==> config.mk <==
export PLATFORM = sky130hd
export DESIGN_NAME = multicycle_sequencer_flat
export DESIGN_NICKNAME = d
export VERILOG_FILES = /design/src/rtl/multicycle_sequencer_pkg.sv /design/src/rtl/multicycle_sequencer_if.sv /design/src/rtl/multicycle_sequencer_sat_counter.sv /design/src/rtl/multicycle_sequencer.sv /design/src/flat_wrapper.sv
export SDC_FILE = /design/constraint.sdc
export NUM_CORES = 1
export LEC_CHECK = 0
export CAP_MARGIN = 10
export CORE_UTILIZATION = 28
export DETAILED_ROUTE_END_ITERATION = 8
export GPL_TIMING_DRIVEN = 0
export PLACE_DENSITY_LB_ADDON = 0.05
export SKIP_LAST_GASP = 1
export SLEW_MARGIN = 0
export SYNTH_ARGS = -nofsm -noshare
export SYNTH_HDL_FRONTEND = slang
export SYNTH_SLANG_ARGS = --single-unit
==> constraint.sdc <==
create_clock -name clk -period 1.67 [get_ports clk]
set_input_delay 0.334 -clock clk [delete_from_list [all_inputs] [get_ports clk]]
set_output_delay 0.334 -clock clk [all_outputs]
set_load 0.02 [all_outputs]
==> src/rtl/multicycle_sequencer_pkg.sv <==
// Shared encodings and sizing helpers for the multi-cycle instruction sequencer.
package seq_pkg;

    typedef enum logic [2:0] {
        FETCH = 3'd0,
        DEC   = 3'd1,
        MEM   = 3'd2,
        WB    = 3'd3,
        HALT  = 3'd4,
        ERR   = 3'd5
    } state_e;

    localparam int DEF_MEM_TIMEOUT = 64;
    localparam int DEF_CNT_W       = 16;

    // A zero timeout still needs a one-bit counter so the datapath stays legal.
    function automatic int wait_w(input int tmo);
        return (tmo < 1) ? 1 : $clog2(tmo + 1);
    endfunction

endpackage

==> src/rtl/multicycle_sequencer_if.sv <==
// Decoder, memory-handshake and control-strobe bundle of the sequencer.
// SEQ_PERF_CNT_EN adds the perf_retired/perf_stall counter outputs.
interface multicycle_sequencer_if #(parameter int CNT_W = 16);

    logic       dec_halt, dec_mem_rd, dec_mem_wr, dec_wr_reg, dec_err;
    logic       imem_done, imem_stall, dmem_done, dmem_stall;
    logic       imem_rd, dmem_rd, dmem_wr, ir_load, pc_we, reg_we, retire;
    logic       halted, err;
    logic [2:0] state_o;
`ifdef SEQ_PERF_CNT_EN
    logic [CNT_W-1:0] perf_retired, perf_stall;
`else
    localparam int cnt_w_unused = CNT_W;
`endif

    modport master (
        input  dec_halt, dec_mem_rd, dec_mem_wr, dec_wr_reg, dec_err,
        input  imem_done, imem_stall, dmem_done, dmem_stall,
`ifdef SEQ_PERF_CNT_EN
        output perf_retired, perf_stall,
`endif
        output imem_rd, dmem_rd, dmem_wr, ir_load, pc_we, reg_we, retire,
        output halted, err, state_o
    );

    modport slave (
        output dec_halt, dec_mem_rd, dec_mem_wr, dec_wr_reg, dec_err,
        output imem_done, imem_stall, dmem_done, dmem_stall,
`ifdef SEQ_PERF_CNT_EN
        input  perf_retired, perf_stall,
`endif
        input  imem_rd, dmem_rd, dmem_wr, ir_load, pc_we, reg_we, retire,
        input  halted, err, state_o
    );

endinterface

==> src/rtl/multicycle_sequencer_sat_counter.sv <==
// Saturating up-counter with synchronous clear; clear beats increment.
module sat_counter #(
    parameter int W = 8
) (
    input  logic         clk,
    input  logic         rst,
    input  logic         inc_i,
    input  logic         clr_i,
    output logic [W-1:0] cnt_o
);

    logic [W-1:0] cnt_q, cnt_d;

    always_comb begin
        cnt_d = cnt_q;
        if (clr_i)
            cnt_d = '0;
        else if (inc_i && (cnt_q != '1))
            cnt_d = cnt_q + W'(1);
    end

    always_ff @(posedge clk or negedge rst) begin
        if (!rst) cnt_q <= '0;
        else      cnt_q <= cnt_d;
    end

    assign cnt_o = cnt_q;

endmodule

==> src/rtl/multicycle_sequencer.sv <==
// FETCH/DEC/MEM/WB sequencer over stallable memories with a request timeout.
// SEQ_PERF_CNT_EN adds saturating retired/stall performance counters.
module multicycle_sequencer
    import seq_pkg::*;
#(
    parameter int MEM_TIMEOUT = DEF_MEM_TIMEOUT,
    parameter int CNT_W       = DEF_CNT_W
) (
    input  logic                  clk,
    input  logic                  rst,
    multicycle_sequencer_if.master bus
);

    localparam int WAIT_W = wait_w(MEM_TIMEOUT);

    state_e            state_q, state_d;
    logic              fetch_q, mem_q, wb_q, halt_q, err_q;
    logic [WAIT_W-1:0] wait_cnt;
    logic              got_done, stall_cyc, tmo_hit, wait_clr;
    logic              mem_busy_unused;

    // Busy flags are informational only: a request is held until done regardless.
    assign mem_busy_unused = bus.imem_stall | bus.dmem_stall;

    assign got_done  = (fetch_q & bus.imem_done) | (mem_q & bus.dmem_done);
    assign stall_cyc = (fetch_q | mem_q) & ~got_done;
    assign tmo_hit   = (MEM_TIMEOUT != 0) && (wait_cnt == WAIT_W'(MEM_TIMEOUT));
    assign wait_clr  = (state_d != state_q) && ((state_d == FETCH) || (state_d == MEM));

    always_comb begin
        state_d = state_q;
        case (state_q)
            FETCH: if (got_done) state_d = DEC;
                   else if (stall_cyc && tmo_hit) state_d = ERR;
            DEC: begin
                if (bus.dec_err)                         state_d = ERR;
                else if (bus.dec_halt)                   state_d = HALT;
                else if (bus.dec_mem_rd && bus.dec_mem_wr) state_d = ERR;
                else if (bus.dec_mem_rd || bus.dec_mem_wr) state_d = MEM;
                else                                     state_d = WB;
            end
            MEM:   if (got_done) state_d = WB;
                   else if (tmo_hit) state_d = ERR;
            WB:    state_d = FETCH;
            HALT:  state_d = HALT;
            ERR:   state_d = ERR;
            default: state_d = ERR;
        endcase
    end

    // Strobe flags lag reset release by one edge, so the release cycle issues nothing.
    always_ff @(posedge clk or negedge rst) begin
        if (!rst) begin
            state_q <= FETCH;
            fetch_q <= 1'b0;
            mem_q   <= 1'b0;
            wb_q    <= 1'b0;
            halt_q  <= 1'b0;
            err_q   <= 1'b0;
        end else begin
            state_q <= state_d;
            fetch_q <= (state_d == FETCH);
            mem_q   <= (state_d == MEM);
            wb_q    <= (state_d == WB);
            halt_q  <= (state_d == HALT);
            err_q   <= (state_d == ERR);
        end
    end

    sat_counter #(.W(WAIT_W)) u_wait (
        .clk(clk), .rst(rst), .inc_i(stall_cyc), .clr_i(wait_clr), .cnt_o(wait_cnt)
    );

    assign bus.imem_rd = fetch_q;
    assign bus.ir_load = fetch_q & bus.imem_done;
    assign bus.dmem_rd = mem_q & bus.dec_mem_rd;
    assign bus.dmem_wr = mem_q & bus.dec_mem_wr;
    assign bus.pc_we   = wb_q;
    assign bus.retire  = wb_q;
    assign bus.reg_we  = wb_q & bus.dec_wr_reg;
    assign bus.halted  = halt_q;
    assign bus.err     = err_q;
    assign bus.state_o = state_q;

`ifdef SEQ_PERF_CNT_EN
    sat_counter #(.W(CNT_W)) u_perf_ret (
        .clk(clk), .rst(rst), .inc_i(wb_q), .clr_i(1'b0), .cnt_o(bus.perf_retired)
    );
    sat_counter #(.W(CNT_W)) u_perf_stall (
        .clk(clk), .rst(rst), .inc_i(stall_cyc), .clr_i(1'b0), .cnt_o(bus.perf_stall)
    );
`else
    localparam int cnt_w_unused = CNT_W;
`endif

endmodule
==> src/flat_wrapper.sv <==
// flat-port wrapper written by rule: the top's interface ports become plain ports
module multicycle_sequencer_flat import seq_pkg::*;
#(
    parameter int MEM_TIMEOUT = DEF_MEM_TIMEOUT,
    parameter int CNT_W       = DEF_CNT_W
)
  (clk, rst, bus_dec_halt, bus_dec_mem_rd, bus_dec_mem_wr, bus_dec_wr_reg, bus_dec_err, bus_imem_done, bus_imem_stall, bus_dmem_done, bus_dmem_stall, bus_imem_rd, bus_dmem_rd, bus_dmem_wr, bus_ir_load, bus_pc_we, bus_reg_we, bus_retire, bus_halted, bus_err, bus_state_o);
  multicycle_sequencer_if #(.CNT_W(CNT_W)) bus_i ();
  input  logic clk;
  input  logic rst;
  input wire logic [$bits(bus_i.dec_halt)-1:0] bus_dec_halt;
  input wire logic [$bits(bus_i.dec_mem_rd)-1:0] bus_dec_mem_rd;
  input wire logic [$bits(bus_i.dec_mem_wr)-1:0] bus_dec_mem_wr;
  input wire logic [$bits(bus_i.dec_wr_reg)-1:0] bus_dec_wr_reg;
  input wire logic [$bits(bus_i.dec_err)-1:0] bus_dec_err;
  input wire logic [$bits(bus_i.imem_done)-1:0] bus_imem_done;
  input wire logic [$bits(bus_i.imem_stall)-1:0] bus_imem_stall;
  input wire logic [$bits(bus_i.dmem_done)-1:0] bus_dmem_done;
  input wire logic [$bits(bus_i.dmem_stall)-1:0] bus_dmem_stall;
  output wire logic [$bits(bus_i.imem_rd)-1:0] bus_imem_rd;
  output wire logic [$bits(bus_i.dmem_rd)-1:0] bus_dmem_rd;
  output wire logic [$bits(bus_i.dmem_wr)-1:0] bus_dmem_wr;
  output wire logic [$bits(bus_i.ir_load)-1:0] bus_ir_load;
  output wire logic [$bits(bus_i.pc_we)-1:0] bus_pc_we;
  output wire logic [$bits(bus_i.reg_we)-1:0] bus_reg_we;
  output wire logic [$bits(bus_i.retire)-1:0] bus_retire;
  output wire logic [$bits(bus_i.halted)-1:0] bus_halted;
  output wire logic [$bits(bus_i.err)-1:0] bus_err;
  output wire logic [$bits(bus_i.state_o)-1:0] bus_state_o;
  assign bus_i.dec_halt = bus_dec_halt;
  assign bus_i.dec_mem_rd = bus_dec_mem_rd;
  assign bus_i.dec_mem_wr = bus_dec_mem_wr;
  assign bus_i.dec_wr_reg = bus_dec_wr_reg;
  assign bus_i.dec_err = bus_dec_err;
  assign bus_i.imem_done = bus_imem_done;
  assign bus_i.imem_stall = bus_imem_stall;
  assign bus_i.dmem_done = bus_dmem_done;
  assign bus_i.dmem_stall = bus_dmem_stall;
  assign bus_imem_rd = bus_i.imem_rd;
  assign bus_dmem_rd = bus_i.dmem_rd;
  assign bus_dmem_wr = bus_i.dmem_wr;
  assign bus_ir_load = bus_i.ir_load;
  assign bus_pc_we = bus_i.pc_we;
  assign bus_reg_we = bus_i.reg_we;
  assign bus_retire = bus_i.retire;
  assign bus_halted = bus_i.halted;
  assign bus_err = bus_i.err;
  assign bus_state_o = bus_i.state_o;
  multicycle_sequencer #(.MEM_TIMEOUT(MEM_TIMEOUT), .CNT_W(CNT_W)) u_core (.clk(clk), .rst(rst), .bus(bus_i));
endmodule
# Word-level counts from Yosys, hierarchy flattened
# Cells that the tools add are included.
[word_totals] wordCells=48 register_bits=15 out_inout_bits=12 input_bits=11
[classes] eq_ne=11 addsub=1 bitwise=9 n_mux=11 n_reduce_logical=9
[op_table] cell="3-bit 2-to-1 mux" count=7
[op_table] cell="3-bit one-hot mux with 5 select lines" count=1
[op_table] cell="7-bit 2-to-1 mux" count=2
[op_table] cell="3-bit by 2-bit equality test with 1-bit output (second input constant)" count=4
[op_table] cell="3-bit equality test (second input constant)" count=3
[op_table] cell="7-bit by 1-bit adder with 7-bit output (second input constant)" count=1
[op_table] cell="7-bit equality test (second input constant)" count=1
[op_table] cell="7-bit != test (second input constant)" count=1
[op_table] cell="1-bit AND" count=6
[op_table] cell="3-bit zero test" count=2
[op_table] cell="1-bit logical AND" count=4
[op_table] cell="3-bit by 1-bit equality test with 1-bit output (second input constant)" count=1
[op_table] cell="3-bit != test" count=1
[op_table] cell="1-bit logical OR" count=2
[op_table] cell="1-bit bitwise OR" count=2
[op_table] cell="2-bit nonzero test" count=1
[op_table] cell="1-bit 2-to-1 mux" count=1
[op_table] cell="1-bit NOT" count=1

# Depth between registers and ports, before layout
[logic_depth] word_depth=12 ltp_mapped=6 ltp_nobuf=5

# Hierarchy
# Synthesis repeated with hierarchy kept, for this count alone.
[hier_totals] cells_unflattened=91 area_unflattened_um2=968.4
[modules_own_cells] mod="multicycle_sequencer" area_each_um2=540.5 cells_each=50 seq_area_each_um2=200.2 instances=1
[modules_own_cells] mod="sat_counter" area_each_um2=427.9 cells_each=41 seq_area_each_um2=175.2 instances=1

# Least setup slack after synthesis
# No wires, ideal clock.
[synth_path] kind="register to register" startpoint="register u_core.fetch_q (netlist: u_core.bus.imem_rd)" endpoint="register u_core.u_wait.cnt_q[5] (netlist: u_core.u_wait.cnt_o[5])" slack_ns=0.120 arrival_time_ns=1.473 period_less_slack_ns=1.550 required_time_ns=1.592 n_path_buf=0 stages_incl_launch_ff=5 setup_ns=0.078 cell_sequence="dfrtp_1 -> a22oi_2 -> o211ai_4 -> or4_1 -> a21oi_1"
[synth_via] elab_chain_cells=12 elab_cells_between_ends=18 classes_between="eq/ne: 2; mux: 5; bitwise: 5; reduce/logical: 6"
[synth_lines] element="start, declared" line="multicycle_sequencer.sv:17" text="logic fetch_q, mem_q, wb_q, halt_q, err_q;"
[synth_lines] element="start signal, assigned" line="multicycle_sequencer.sv:62" text="fetch_q <= (state_d == FETCH);"
[synth_lines] element="1-bit AND" line="multicycle_sequencer.sv:25" text="assign got_done = (fetch_q & bus.imem_done) | (mem_q & bus.dmem_done);"
[synth_lines] element="1-bit bitwise OR" line="multicycle_sequencer.sv:25"
[synth_lines] element="1-bit NOT" line="multicycle_sequencer.sv:26" text="assign stall_cyc = (fetch_q | mem_q) & ~got_done;"
[synth_lines] element="1-bit AND" line="multicycle_sequencer.sv:26"
[synth_lines] element="1-bit logical AND" line="multicycle_sequencer.sv:34" text="else if (stall_cyc && tmo_hit) state_d = ERR;"
[synth_lines] element="3-bit 2-to-1 mux" line="multicycle_sequencer.sv:34"
[synth_lines] element="3-bit 2-to-1 mux" line="multicycle_sequencer.sv:33" text="FETCH: if (got_done) state_d = DEC;"
[synth_lines] element="3-bit one-hot mux with 5 select lines" line="multicycle_sequencer.sv:32" text="case (state_q)"
[synth_lines] element="3-bit by 2-bit equality test with 1-bit output or 3-bit zero test (tied branches)" line="multicycle_sequencer.sv:28" text="assign wait_clr = (state_d != state_q) && ((state_d == FETCH) || (state_d == MEM));"
[synth_lines] element="1-bit logical OR" line="multicycle_sequencer.sv:28"
[synth_lines] element="1-bit logical AND" line="multicycle_sequencer.sv:28"
[synth_lines] element="7-bit 2-to-1 mux or 2-bit nonzero test (tied branches)"
[synth_lines] element="end signal, assigned" line="multicycle_sequencer_sat_counter.sv:24" text="else cnt_q <= cnt_d;"
[synth_lines] element="end, declared" line="multicycle_sequencer_sat_counter.sv:12" text="logic [W-1:0] cnt_q, cnt_d;"
# Parallel ways exist; a longest one is shown, timed or not.
# A chain may end at the register's enable or synchronous reset.

# Worst setup path in the final report
[layout_path] startpoint="input bus_imem_done" endpoint="output bus_ir_load"
[layout_via] elab_chain_cells=1
[layout_lines] element="start, declared" line="flat_wrapper.sv:16" text="input wire logic [$bits(bus_i.imem_done)-1:0] bus_imem_done;"
[layout_lines] element="1-bit AND" line="multicycle_sequencer.sv:75" text="assign bus.ir_load = fetch_q & bus.imem_done;"
[layout_lines] element="end, declared" line="flat_wrapper.sv:23" text="output wire logic [$bits(bus_i.ir_load)-1:0] bus_ir_load;"
# Every way passes these cells.

==> flow_summary.toml <==
[finish]
final_layout_size_suffix_gt1_share_pct = 21.24
most_frequent_standard_cell_in_the_layout_excluding_fill_and_tap_cells = "sky130_fd_sc_hd__dfrtp_1"
area_of_the_multi_input_gates_um2 = 470.5
design.final.nets = 128
final_design_area_no_fill_um2 = 1179
seq_area_um2 = 375.4
stdcell_count = 144
inserted_diodes = 0
commonest_cells_after_routing_fill_and_taps_aside = "sky130_fd_sc_hd__dfrtp_1 (15), sky130_fd_sc_hd__nor2_1 (10), sky130_fd_sc_hd__clkdlybuf4s50_1 (9)"
area_growth_syn_to_layout_pct = 40.60
n_fill_cell = 287
utilization_after_layout_pct = 42.02

[floorplan]
core_um2 = 2805
floorplan.initialDensity_pct = 29.88
die-height_um = 56.72
ioPinCount = 23
fp.dieArea_um2 = 3217
die_w_um = 56.72
floorplan.rows = 19

[route]
remaining_antenna_violation_count = 0
routed-via-count = 738
avgViaCountPerCell = 5.125
wl_cell_um = 13.47
1st_iter_drt_viols = 26
post_route_drc = 6
drt_pre_antenna_iters = 6
routed_wirelength_um = 1939

[cts]
root_buffer = "sky130_fd_sc_hd__clkbuf_4"
htree_levels = 1
clk_pin_slew_ps = 90
worst_skew_pair.late_latency_ps = 280
cts.path.max_buffers = 2
cts.hold.buffers_added = 0
tritoncts = "yes"
tritoncts.num_buffers = 3
tritoncts_num_sinks = 15

[synth]
synth-warning-count = 0
synth_area_leaders = "sky130_fd_sc_hd__dfrtp_1 (45%), sky130_fd_sc_hd__nor2_1 (4.9%), sky130_fd_sc_hd__ha_1 (4.5%)"
netlist_area_um2 = 838.3
ys_seq_area_share_pct = 44.78
synth_cell_type_count = 35
synth_ff_type = "sky130_fd_sc_hd__dfrtp_1"
postSynthAreaPerCell_um2 = 9.980
synthArstFlopShare_pct = 100.0
syn_nets = 98
yosys_register_bits = 15
netlist_instances = 84
synthDominantCellAreaShare_pct = 44.78
synth_top_area_cell = "sky130_fd_sc_hd__dfrtp_1"
number_of_synthesized_flops_with_an_enable_pin = 0

[power]
internal_power_mw = 0.5770
power.switching_fraction_pct = 28.31
p_seq_share_pct = 51.6
max-vdd-ir-drop_v = 0.0003958
p_leak_nw = 0.5671
power_frac_clock_pct = 24.9
power.net_switching_mw = 0.2279
pwr-share-comb_pct = 23.5
power-per-cell-area_nw_per_um2 = 683.0
p_total_mw = 0.8049

[hold_path]
worstHoldPathType = "input port to asynchronous set/reset pin"

[timing]
final_critical_delay_including_setup_and_external_delays_ps = 1629
finalHoldViolations = 0
whs_ps = 472.3
max-slew-margin-rel_pct = 53.31
min_period_over_period_pct = 97.54
rsz0062_at_grt = "yes"
worst_pin_slew_ps = 698.1
post-route-worst-setup-slack_ps = 41.02
final_skew_ps = 9.973
number_of_failing_setup_endpoints_in_the_final_timing_report = 0
clock.fmax_mhz = 613.9
fin_tns_setup_ps = 0
final-max-slew-violation-count = 0

[critical_path]
critical_path_required_ps = 1340
crit_fanout = 3
timing.critical_path.from_type = "input port"
timing.critical_path.to_type = "primary output"
worst-setup-path-type = "input port to primary output"
crit_arrival_ps = 1290

[run_status]
run_status = "finished with violations"
failing_checks = "DRC"

[place]
dpl.cell_count = 135
placement.cell_area_um2 = 1077
io_buffers = 20
place_worst_setup_slack_ps = -331.7
place.detailed.hpwl_um = 1396
gp_routability_congestion = 0.7866

[global_routing]
first_global_vias = 699
grt_start_max_net_pins = 16
grt_pass1_wl_um = 3215
gr-total-overflow = 0
grtUsageTotal_pct = 12.80
number_of_antenna_violations_at_the_first_check_in_global_routing = 0

[job]
max_cap_viol_count = 0
-- cells in the mapped netlist, types with 2 or more instances --
| cell | instances |
|---|---|
| sky130_fd_sc_hd__and2_1 | 3 |
| sky130_fd_sc_hd__inv_1 | 5 |
| sky130_fd_sc_hd__ha_1 | 3 |
| sky130_fd_sc_hd__nor3_1 | 3 |
| sky130_fd_sc_hd__nor2b_1 | 6 |
| sky130_fd_sc_hd__or3_2 | 2 |
| sky130_fd_sc_hd__a21oi_1 | 5 |
| sky130_fd_sc_hd__nor2_1 | 11 |
| sky130_fd_sc_hd__nand3_1 | 5 |
| sky130_fd_sc_hd__o21ai_0 | 2 |
| sky130_fd_sc_hd__dfrtp_1 | 15 |
-- power by group through the flow --
| stage | Sequential [mW] | Combinational, mW | Clock, mW |
|---|---|---|---|
| 2_1_floorplan | 0.438 | 0.0734 | 0 |
| 3_3_place_gp | 0.423 | 0.167 | 0 |
| 3_5_place_dp | 0.424 | 0.169 | 0 |
| 4_1_cts | 0.415 | 0.176 | 0.212 |
| 5_1_grt | 0.420 | 0.209 | 0.225 |
| 6_report | 0.415 | 0.189 | 0.201 |
-- path summary, 6_finish.rpt --
check                                                   start                                  to  slack (ps)  cells past startpoint
min                                                       rst  u_core.u_wait.cnt_o[6]$_DFFE_PN0P_         470                      1
min reg2reg                u_core.u_wait.cnt_o[6]$_DFFE_PN0P_  u_core.u_wait.cnt_o[6]$_DFFE_PN0P_         560                      2
max                                             bus_imem_done                         bus_ir_load          40                      3
max reg2reg                u_core.u_wait.cnt_o[5]$_DFFE_PN0P_          u_core.bus.pc_we$_DFF_PN0_          70                      4
min in group clk           u_core.u_wait.cnt_o[6]$_DFFE_PN0P_  u_core.u_wait.cnt_o[6]$_DFFE_PN0P_         560                      2
max in group asynchronous                                 rst          u_core.bus.pc_we$_DFF_PN0_         750                      1
-- cells by family (layout without fill, tap and decap cells) --
kind of cell               Yosys count  after routing  synth area share (%)
adders and majority gates            3              3                 4.478
AOI/OAI and AO/OA                   18             18                 19.11
xor gates and xnor gates             1              1                 1.045
muxes                                1              1                 1.194
and+or+nand+nor                     39             39                 25.82
DFF                                 15             15                 44.78
buffers and inverters                7             36                 3.582
-- critical path, stage by stage --
cell                              delay [ps]
sky130_fd_sc_hd__clkdlybuf4s50_1         510
sky130_fd_sc_hd__and2_2                  150
sky130_fd_sc_hd__clkdlybuf4s15_1         290
-- per-layer routing --
| layer | GRT usage [%] | routed length [um] | share of wire, % | vias up |
|---|---|---|---|---|
| met5 | 0 | 0 | 0 | - |
| li1 | - | - | - | 360 |
| met2 | 20.07 | 882 | 45 | 17 |
| met3 | 2.995 | 104 | 5.4 | 2 |
| met4 | 4.286 | 16 | 0.83 | 0 |
| met1 | 17.24 | 935 | 48 | 359 |
-- timing repair --
| item | CTS | global route |
|---|---|---|
| pin swaps | 0 | 3 |
| setup buffers | 1 | 4 |
| resized for setup | 10 | 9 |
| setup endpoints to repair | 15 | 14 |
-- final cells by class --
cell class / count / area share, %
buffer: 2 / 1.062
clock buffer: 4 / 2.229
inverter: 5 / 1.592
multi-input combinational: 62 / 39.92
sequential: 15 / 31.85
tap: 31 / 3.291
timing repair buffer: 25 / 20.06
-- registers in the layout, summed over array words and instances, names as in the netlist --
signal and cells:
u_core.bus.imem_rd 1, u_core.bus.state_o 3, u_core.u_wait.cnt_o 7, u_core.bus.halted 1, u_core.bus.pc_we 1, u_core.mem_q 1, u_core.bus.err 1
(Power assumes the default switching activity.)
